==> src/rtl/alu_pipe.sv <==
// alu_pipe: pipelined parametrised ALU with valid/ready handshake and NZVC flag register
module alu_pipe #(
  parameter int WIDTH  = 64,
  parameter int STAGES = 2
) (
  input  logic             clk,
  input  logic             reset,
  input  logic             in_valid,
  output logic             in_ready,
  input  logic [WIDTH-1:0] A,
  input  logic [WIDTH-1:0] B,
  input  logic [2:0]       cntrl,
  input  logic             set_flags,
  output logic             out_valid,
  input  logic             out_ready,
  output logic [WIDTH-1:0] result,
  output logic             negative,
  output logic             zero,
  output logic             overflow,
  output logic             carry_out,
  output logic             flag_n,
  output logic             flag_z,
  output logic             flag_v,
  output logic             flag_c
);
  localparam int SHW = $clog2(WIDTH);
  logic             is_sub;
  logic             is_arith;
  logic [WIDTH-1:0] b_op;
  logic [WIDTH:0]   sum;
  logic [SHW-1:0]   sh;
  logic [WIDTH-1:0] res_c;
  logic [3:0]       nzvc_c;
  logic [STAGES-1:0] vld_q;
  logic [STAGES-1:0] sf_q;
  logic [WIDTH-1:0] res_q [STAGES];
  logic [3:0]       nzvc_q [STAGES];
  // Subtraction reuses the adder as A + ~B + 1, so carry means "no borrow"
  assign is_sub   = cntrl == 3'b011;
  assign is_arith = cntrl[2:1] == 2'b01;
  assign b_op     = is_sub ? ~B : B;
  assign sum      = {1'b0, A} + {1'b0, b_op} + {{WIDTH{1'b0}}, is_sub};
  assign sh       = B[SHW-1:0];
  // First-stage operation select and flag generation
  always_comb begin
    res_c = B;
    case (cntrl)
      3'b000: res_c = B;
      3'b001: res_c = A << sh;
      3'b010,
      3'b011: res_c = sum[WIDTH-1:0];
      3'b100: res_c = A & B;
      3'b101: res_c = A | B;
      3'b110: res_c = A ^ B;
      default: res_c = A >> sh;
    endcase
    nzvc_c = {res_c[WIDTH-1],
              res_c == '0,
              is_arith && (A[WIDTH-1] == b_op[WIDTH-1]) && (sum[WIDTH-1] != A[WIDTH-1]),
              is_arith && sum[WIDTH]};
  end
  // Global-stall pipeline; payload only loads behind a valid op so bubbles carry no X
  always_ff @(posedge clk) begin
    if (reset) begin
      vld_q <= '0;
      sf_q  <= '0;
      for (int i = 0; i < STAGES; i++) begin
        res_q[i]  <= '0;
        nzvc_q[i] <= '0;
      end
    end else if (in_ready) begin
      vld_q[0] <= in_valid;
      if (in_valid) begin
        res_q[0]  <= res_c;
        nzvc_q[0] <= nzvc_c;
        sf_q[0]   <= set_flags;
      end
      for (int i = 1; i < STAGES; i++) begin
        vld_q[i] <= vld_q[i-1];
        if (vld_q[i-1]) begin
          res_q[i]  <= res_q[i-1];
          nzvc_q[i] <= nzvc_q[i-1];
          sf_q[i]   <= sf_q[i-1];
        end
      end
    end
  end
  assign out_valid = vld_q[STAGES-1];
  assign in_ready  = !(out_valid && !out_ready);
  assign result    = res_q[STAGES-1];
  assign {negative, zero, overflow, carry_out} = nzvc_q[STAGES-1];
  // Architectural flags commit only on an output handshake of a flag-setting op
  always_ff @(posedge clk) begin
    if (reset)
      {flag_n, flag_z, flag_v, flag_c} <= '0;
    else if (out_valid && out_ready && sf_q[STAGES-1])
      {flag_n, flag_z, flag_v, flag_c} <= nzvc_q[STAGES-1];
  end
endmodule
==> config.mk <==
export PLATFORM = sky130hd
export DESIGN_NAME = alu_pipe
export DESIGN_NICKNAME = d
export VERILOG_FILES = /design/src/rtl/alu_pipe.sv
export SDC_FILE = /design/constraint.sdc
export NUM_CORES = 1
export LEC_CHECK = 0
export CAP_MARGIN = 25
export CORE_MARGIN = 3
export CORE_UTILIZATION = 33
export CTS_CLUSTER_SIZE = 40
export DETAILED_ROUTE_END_ITERATION = 12
export HOLD_SLACK_MARGIN = 0.05
export PLACE_DENSITY = 0.5
export SLEW_MARGIN = 20
export SYNTH_ARGS = -nofsm -noshare
export SYNTH_HDL_FRONTEND = slang
export SYNTH_SLANG_ARGS = --single-unit
==> constraint.sdc <==
create_clock -name clk -period 13.45 [get_ports clk]
set_input_delay 1.345 -clock clk [delete_from_list [all_inputs] [get_ports clk]]
set_output_delay 1.345 -clock clk [all_outputs]
set_load 0.1 [all_outputs]
# Yosys cells after proc, flatten, opt, wreduce, memory -nomap -nowiden
# Memory sizes are Yosys's and may differ from the RTL's.
# Index checks and enable logic that the tools add are counted.
[op_classes] addsub=2 eq_ne=9 n_shift=2 n_mux=16 n_bitwise=9 n_reduce_logical=13
[ops] operator="one-hot mux 64 bit (6 select lines)" count=1
[ops] operator="two-way mux 64 bit" count=3
[ops] operator="adder 64 x 64 -> 65 bit" count=1
[ops] operator="adder 65 x 1 -> 65 bit" count=1
[ops] operator="AND 64 bit" count=1
[ops] operator="logical NOT 64 bit" count=1
[ops] operator="NOT 64 bit" count=1
[ops] operator="bitwise OR 64 bit" count=1
[ops] operator="<< shifter 64 x 6 -> 64 bit" count=1
[ops] operator=">> shifter 64 x 6 -> 64 bit" count=1
[ops] operator="XOR 64 bit" count=1
[ops] operator="two-way mux 1 bit" count=10
[ops] operator="== test 3 bit (second input constant)" count=3
[ops] operator="two-way mux 4 bit" count=2
[ops] operator="== test 3 x 2 -> 1 bit (second input constant)" count=2
[ops] operator="logical AND 1 bit" count=6
[ops] operator="bitwise OR 1 bit" count=4
[ops] operator="AND reduction 2 bit" count=2
[ops] operator="== test 3 x 1 -> 1 bit (second input constant)" count=1
[ops] operator="logical NOT 3 bit" count=1
[ops] operator="== test 2 x 1 -> 1 bit (second input constant)" count=1
[ops] operator="logical NOT 1 bit" count=2
[ops] operator="OR reduction 2 bit" count=1
[ops] operator="== test 1 bit" count=1
[ops] operator="other kinds (2)" count=2
[word_totals] reg_bits=8 ramBits=136 inputBits=136 word_cells=60 n_memories=2
[mem_list] memory="res_q" words=2 width=64 read_ports=2 rd_clocked_by_memory_dff=0 wr=2 line="36" text="logic [WIDTH-1:0] res_q [STAGES];"
[mem_list] memory="nzvc_q" words=2 width=4 read_ports=2 rd_clocked_by_memory_dff=0 wr=2 line="37" text="logic [3:0] nzvc_q [STAGES];"

# Logic depth before layout (Yosys ltp)
# Gate-level depths: netlist of the first run.
[depth] word_depth=7 ltp_mapped=25

# Worst setup path before layout of the first run
# No wires, ideal clock.
[synth_timing] path_type="input port to flip-flop" startpoint="in cntrl[2]" endpoint="mem nzvc_q[0][2], data pin" arrival_time_ns=6.926 required_time_ns=13.280 path_slack_ns=6.355 cell_stages=25 path_buffers=9 path_cell_list="clkbuf_1 buf_2 nor2b_1 clkbuf_1 clkbuf_1 clkbuf_1 buf_1 clkbuf_1 nand2_1 clkbuf_1 xnor2_1 ha_1 buf_2 nand4_1 or3_1 nor3b_1 a2bb2oi_1 nand2_1 or3_1 a211oi_2 mux2i_1 a221oi_1 nand4_1 or3_1 nor4_2"
[synth_lines] item="start, declared" line="12" text="input logic [2:0] cntrl,"
[synth_lines] item="end, declared" line="37"

==> results of run 1 <==
==> layout make-up <==
| class | instances | area share (%) |
|---|---|---|
| diodes | 6 | 0.0507 |
| clock buffers | 17 | 1.44 |
| clock inverters | 15 | 0.469 |
| inverters | 153 | 1.94 |
| multi-input cells | 2684 | 67.3 |
| flip-flops and latches | 142 | 14.1 |
| well taps | 1050 | 4.43 |
| repair buffers | 335 | 10.3 |
==> layer usage <==
layer | GRT usage, % | routed length [um] | vias up
met5 | 0 | 51 | -
met4 | 17.6 | 9010 | 8
met3 | 9.17 | 18600 | 362
met2 | 56.2 | 69300 | 2033
met1 | 51.8 | 66700 | 14600
li1 | - | - | 12400
==> final timing paths <==
path	start	cells past startpoint	to
setup / recovery	cntrl[2]	18	nzvc_q[0][2]
hold / removal	sf_q[1]	2	sf_q[1]
setup reg to reg	vld_q[1]	11	nzvc_q[0][2]
hold reg to reg	sf_q[1]	2	sf_q[1]
==> worst register-to-register path, cell delays in order, from the launching register on <==
cell      delay [ns]
dfxtp_1         0.32
nor2b_1         0.18
nor3_2          0.16
buf_4           0.53
nand4_1         0.19
a211oi_1        0.21
nand4_1         0.16
nor4_1          0.42
nand4_1         0.20
nor4_1          0.83
nand4_1         0.25
nor4_2          0.26
==> flip-flops by register name (all words and copies together) (netlist names) <==
signal  flops
sf_q        2
res_q     128
flag_v      1
nzvc_q      6
flag_c      1
flag_n      1
flag_z      1
vld_q       2
==> through the flow <==
stage	cell area, um2	util [%]
4_1_cts	29600	37.4
3_5_place_dp	29100	36.7
5_1_grt	29600	37.4
3_3_place_gp	29000	36.6
6_report	29600	37.4
2_1_floorplan	26500	-
==> report_power, final <==
part           switching [mW]  internal, mW  total (mW)
sequential            0.00879         0.528       0.537
combinational            1.02         0.441        1.46
clock                   0.183         0.257       0.440
==> placed cells by master, fill, tap and decap left out, types with 11 or more instances in the layout <==
| cell | netlist | layout |
|---|---|---|
| a22oi_1 | 44 | 44 |
| o31ai_1 | 13 | 13 |
| nor2b_1 | 24 | 22 |
| xnor2_1 | 82 | 82 |
| ha_1 | 203 | 203 |
| mux2i_1 | 196 | 196 |
| a221o_1 | 15 | 15 |
| nor3_1 | 61 | 59 |
| o221ai_1 | 24 | 24 |
| a221oi_1 | 33 | 33 |
| and2_1 | 88 | 88 |
| nor4_1 | 17 | 16 |
| o21ai_0 | 162 | 160 |
| o22ai_1 | 68 | 68 |
| o21a_1 | 17 | 17 |
| or3_1 | 15 | 14 |
| nand3_1 | 55 | 55 |
| o211ai_1 | 45 | 45 |
| a31oi_1 | 25 | 25 |
| buf_4 | 86 | 125 |
| a211o_1 | 14 | 14 |
| nand2b_1 | 20 | 17 |
| clkbuf_16 | 0 | 17 |
| nand4_1 | 47 | 47 |
| a211oi_1 | 66 | 66 |
| inv_1 | 149 | 148 |
| mux4_2 | 117 | 117 |
| mux2_1 | 13 | 13 |
| o21ai_1 | 21 | 23 |
| clkdlybuf4s50_1 | 0 | 201 |
| a21o_1 | 25 | 25 |
| edfxtp_1 | 134 | 134 |
| and3_1 | 19 | 19 |
| a21oi_1 | 240 | 240 |
| mux2_2 | 64 | 64 |
| nor2_1 | 317 | 317 |
| xor2_1 | 11 | 11 |
| nand2_1 | 359 | 357 |
==> kinds of logic after synthesis <==
group / after synthesis / synth area share [%]
multiplexers: 390 / 20.6
XOR/XNOR: 93 / 3.07
adder cells (fa/ha/maj): 204 / 9.66
AO/OA/AOI/OAI: 939 / 23.4
AND/OR/NAND/NOR: 1058 / 18.3
flip-flops: 142 / 15.8
buffers and inverters: 517 / 9.12
==> impl_metrics.toml, run 1 <==
[yosys]
async_flop_share_pct = 0
synth-main-ff-cell = "edfxtp_1"
synth.most_common_cell = "nand2_1"
synth_warnings = 0
synth_area_leader_cell = "edfxtp_1"
synth_edf_count = 134
postSynthAreaPerCell_um2 = 7.92
ys_seq_elements = 142
synthCells = 3343
synthTopCellsByCount = "nand2_1, nor2_1, a21oi_1"
synth.distinct_cells = 86
seq_area_frac_synth_pct = 15.8
synth_top_area_share_pct = 15.2
syn-num-nets = 3683
ys_top_cells_by_area = "edfxtp_1, mux4_2, ha_1"
syn_area_mm2 = 0.0265

[grt]
grt_pass1_vias = 27000
antenna_found_initial = 12
grt_pass1_wl_um = 224000
grt_usage_pct = 37.9
grt_max_degree = 133
overflow = 0

[clock_tree]
cts_root_buffer = "clkbuf_16"
htreeDepth = 4
cts.sinks = 142
cts-hold-fix-buffers = 0
cts.reportedPaths.clkPinSlew_ns = 0.06
post_cts_buffers = 0
numCtsBuffers = 17
cts-resized-gates = 0
cts_tree = "done"
clock_latency_ns = 0.42
clockBufferDepth = 2

[min_path]
min_path_type = "flop to flop"

[floorplanning]
die_w_um = 289
rows = 103
io_pins = 210
start_util_pct = 33.4
fp.dieH_um = 289
die_area_mm2 = 0.0837
core_area_mm2 = 0.0793

[placed_design]
io_buffers = 209
placed_cells = 4363
dpl.hpwl_um = 127000
dpl_worst_slack_ns = 5.62
globalplace.congestion = 1.04

[pwr]
power_density_mw_per_mm2 = 82.4
power_mw = 2.44
worst_ir_drop_vdd_uv = 64.0
cellLeakagePower_nw = 11.8

[timing]
period_share_pct = 56.4
fin_crit_ns = 7.59
max_freq_ghz = 0.132
relSlewSlack_pct = 13.0
setup_viol = 0
clock_skew_ns = 0.00839
rsz0062_at_grt = "no"
tns_ns = 0
hold_violations = 0
hold_ws_ns = 0.464
finalMaxSlewViolations = 0
tightest_slew_ns = 1.29
layout_setup_ws_ns = 5.86

[detailed_routing]
drc = 0
wirelength_um = 164000
vias = 29400
final_antenna_net_count = 0
drtPass1Iterations = 6
viasPerCell = 6.68
drt_iter0_markers = 4380
routedWlPerCell_um = 37.2

[layout]
layout.cells.non_filler = 4402
regArea_mm2 = 0.00418
multi_input_area_mm2 = 0.0199
fillers = 8432
syn_to_final_growth_pct = 11.9
drive_above_1_share_pct = 11.6
nets = 3673

[critical_path]
cp.required_ns = 13.69
crit_slowest_cell = "nor4_1"
crit_buf_inv = 2
r2r_setup_slack_ns = 9.59
cp_slowest_stage_delay_ns = 0.80
arrival_ns = 7.84
critPathMaxFanout = 43
crit_family = "simple AND/OR/NAND/NOR gates"
cp-end-kind = "flop"
cp-start-kind = "input port"
crit_chain = "buf_4 -> nor2b_4 -> nand2_4 -> buf_4 -> xnor2_1 -> ha_1 -> a21oi_1 -> o21ai_0 -> a21oi_1 -> o211ai_1 -> nand2_1 -> xor2_1 -> o21ai_0 -> a41oi_1 -> nand3_1 -> nor4_1 -> nand4_1 -> nor4_2"
critPathKind = "input port to flop"

[flow_run]
drv_cap = 0

[outcome]
outcome = "complete, no violations"
(Power assumes the default switching activity.)
==> run 2: changes to the inputs <==
- PLACE_DENSITY: 0.5 -> 0.52
- clock period: 13.45 -> 6.2 ns (I/O delays scaled with it)
==> run 2 against run 1 <==
  * Via count is 1.1% higher
  * Die area unchanged
  * Worst hold slack better by 0.00066 ns
  * Design area grew 4.2%
  * Critical path type unchanged
  * Highest routed layer unchanged
==> impl_metrics.toml, run 2 (same netlist as run 1, synthesis figures left out) <==
[critical_path]
crit_family = "simple AND/OR/NAND/NOR gates"
cp-end-kind = "flop"
crit_slowest_cell = "a211oi_1"
cp.required_ns = 6.45
reg2reg_to = "nzvc_q[0][2]"
arrival_ns = 6.06
crit_buf_inv = 3
crit_chain = "buf_4 -> nor2b_4 -> nand2_4 -> xnor2_1 -> ha_1 -> nand4_1 -> a211oi_1 -> buf_4 -> or2_1 -> a211o_1 -> a21oi_1 -> xnor2_1 -> a221o_1 -> o211ai_1 -> or4b_2 -> nor4_1 -> buf_4 -> nand4_1 -> nor4_2"
cp-startpoint = "cntrl[1]"
regToRegStartpoint = "vld_q[1]"
cp_slowest_stage_delay_ns = 0.68
cp.depth = 19
endpoint = "nzvc_q[0][2]"
cpMostUsedCell = "buf_4"
critPathKind = "input port to flop"
r2r_setup_slack_ns = 2.77
r2r_cells = 11
critPathMaxFanout = 13
cp-start-kind = "input port"

[placed_design]
dpl.hpwl_um = 130000
placed_cells = 4512
io_buffers = 209
dpl_worst_slack_ns = 0.0970
globalplace.congestion = 1.05

[clock_tree]
numCtsBuffers = 17
cts.reportedPaths.clkPinSlew_ns = 0.06
htreeDepth = 4
cts_root_buffer = "clkbuf_16"
post_cts_buffers = 0
clock_latency_ns = 0.42
cts-hold-fix-buffers = 0
cts-resized-gates = 0
cts.sinks = 142
clockBufferDepth = 2
cts_tree = "done"

[layout]
largest_reg_flops = 128
drive_above_1_share_pct = 15.3
biggestRegsByFlops = "res_q x128, nzvc_q x6"
regArea_mm2 = 0.00418
multi_input_area_mm2 = 0.0199
final_common_cell = "nand2_1"
fillers = 8322
nets = 3822
layout.cells.non_filler = 4548
largest_register = "res_q"
finalCoreUtilization_pct = 39.0
syn_to_final_growth_pct = 16.6
final_cell_mix = "nand2_1, nor2_1, buf_4, a21oi_1, ha_1"

[grt]
overflow = 0
grt_pass1_vias = 27700
antenna_found_initial = 8
grt_max_degree = 96
grt_pass1_wl_um = 222000
grt_usage_pct = 37.4

[floorplanning]
core_area_mm2 = 0.0793
die_w_um = 289
rows = 103
die_area_mm2 = 0.0837
fp.dieH_um = 289
start_util_pct = 33.4
io_pins = 210

[pwr]
cellLeakagePower_nw = 12.5
pwr-share-seq_pct = 21.4
combPwrFrac_pct = 60.7
clkPwrFrac_pct = 17.9
swShare_pct = 49.0
worst_ir_drop_vdd_uv = 156
power_mw = 5.45
p_int_mw = 2.78
power_density_mw_per_mm2 = 176
power_switching_mw = 2.67

[detailed_routing]
viasPerCell = 6.53
vias = 29700
wirelength_um = 161000
routedWlPerCell_um = 35.3
drtPass1Iterations = 6
final_antenna_net_count = 0
drc = 0
drt_iter0_markers = 4174

[timing]
hold_violations = 0
clock_skew_ns = 0.00704
layout_setup_ws_ns = 0.395
rsz0062_at_grt = "no"
tns_ns = 0
max_freq_ghz = 0.172
setup_viol = 0
tightest_slew_ns = 1.19
finalMaxSlewViolations = 0
relSlewSlack_pct = 19.8
period_share_pct = 93.6
fin_crit_ns = 5.80

[outcome]
outcome = "complete, no violations"

[flow_run]
drv_cap = 0

[min_path]
min_path_type = "flop to flop"
run 2: changes by cell type in the layout (fill, tap and decap cells not counted), sizes merged:
cell	previous run	this run
clkinvlp	2	3
diode	6	3
clkbuf	19	18
clkinv	9	4
inv	156	160
buf	132	282
run 2: metal layers:
| layer | wire length, um | GRT usage [%] | up-vias |
|---|---|---|---|
| met5 | 58 | 0 | - |
| met4 | 9010 | 17.4 | 8 |
| met3 | 18100 | 9.25 | 395 |
| met2 | 67000 | 54.9 | 2027 |
| met1 | 66400 | 51.2 | 14600 |
| li1 | - | - | 12700 |
run 2: power groups by stage:
stage	sequential (mW)	combinational (mW)	clock (mW)
after floorplan	1.20	1.88	0
after global placement	1.19	3.20	0
after detailed placement	1.19	3.18	0
after CTS	1.17	3.19	1.01
after global routing	1.17	3.43	1.05
final	1.16	3.31	0.978
run 2: stage by stage:
stage          area [um2]  hold slack, ns
6_report            30900           0.465
4_1_cts             30900           0.463
2_1_floorplan       26500           0.437
3_3_place_gp        30300           0.449
5_1_grt             30900           0.510
3_5_place_dp        30300           0.453
run 2: area by class of cell:
class,count,share of cell area [%]
multi-input cells,2684,64.5
inverters,153,1.86
flip-flops and latches,142,13.5
repair buffers,484,13.9
well taps,1050,4.25
clock buffers,17,1.38
clock inverters,15,0.482
diodes,3,0.0243
run 2: how the worst min path moves through the flow:
stage / start / endpoint / slack (ns) / cells after the start
after floorplan: sf_q[0] / sf_q[0] / 0.44 / 2
after global placement: sf_q[0] / sf_q[0] / 0.45 / 2
after detailed placement: sf_q[1] / sf_q[1] / 0.45 / 2
after CTS: sf_q[0] / sf_q[0] / 0.46 / 2
after global routing: sf_q[1] / sf_q[1] / 0.51 / 2
final: sf_q[1] / sf_q[1] / 0.46 / 2
run 2: tightest hold or removal path, delay by kind of cell (launching register included):
kind	cells	cell delay, ns
AO/OA/AOI/OAI	1	0.05
AND/OR/NAND/NOR	1	0.05
flip-flops	1	0.31
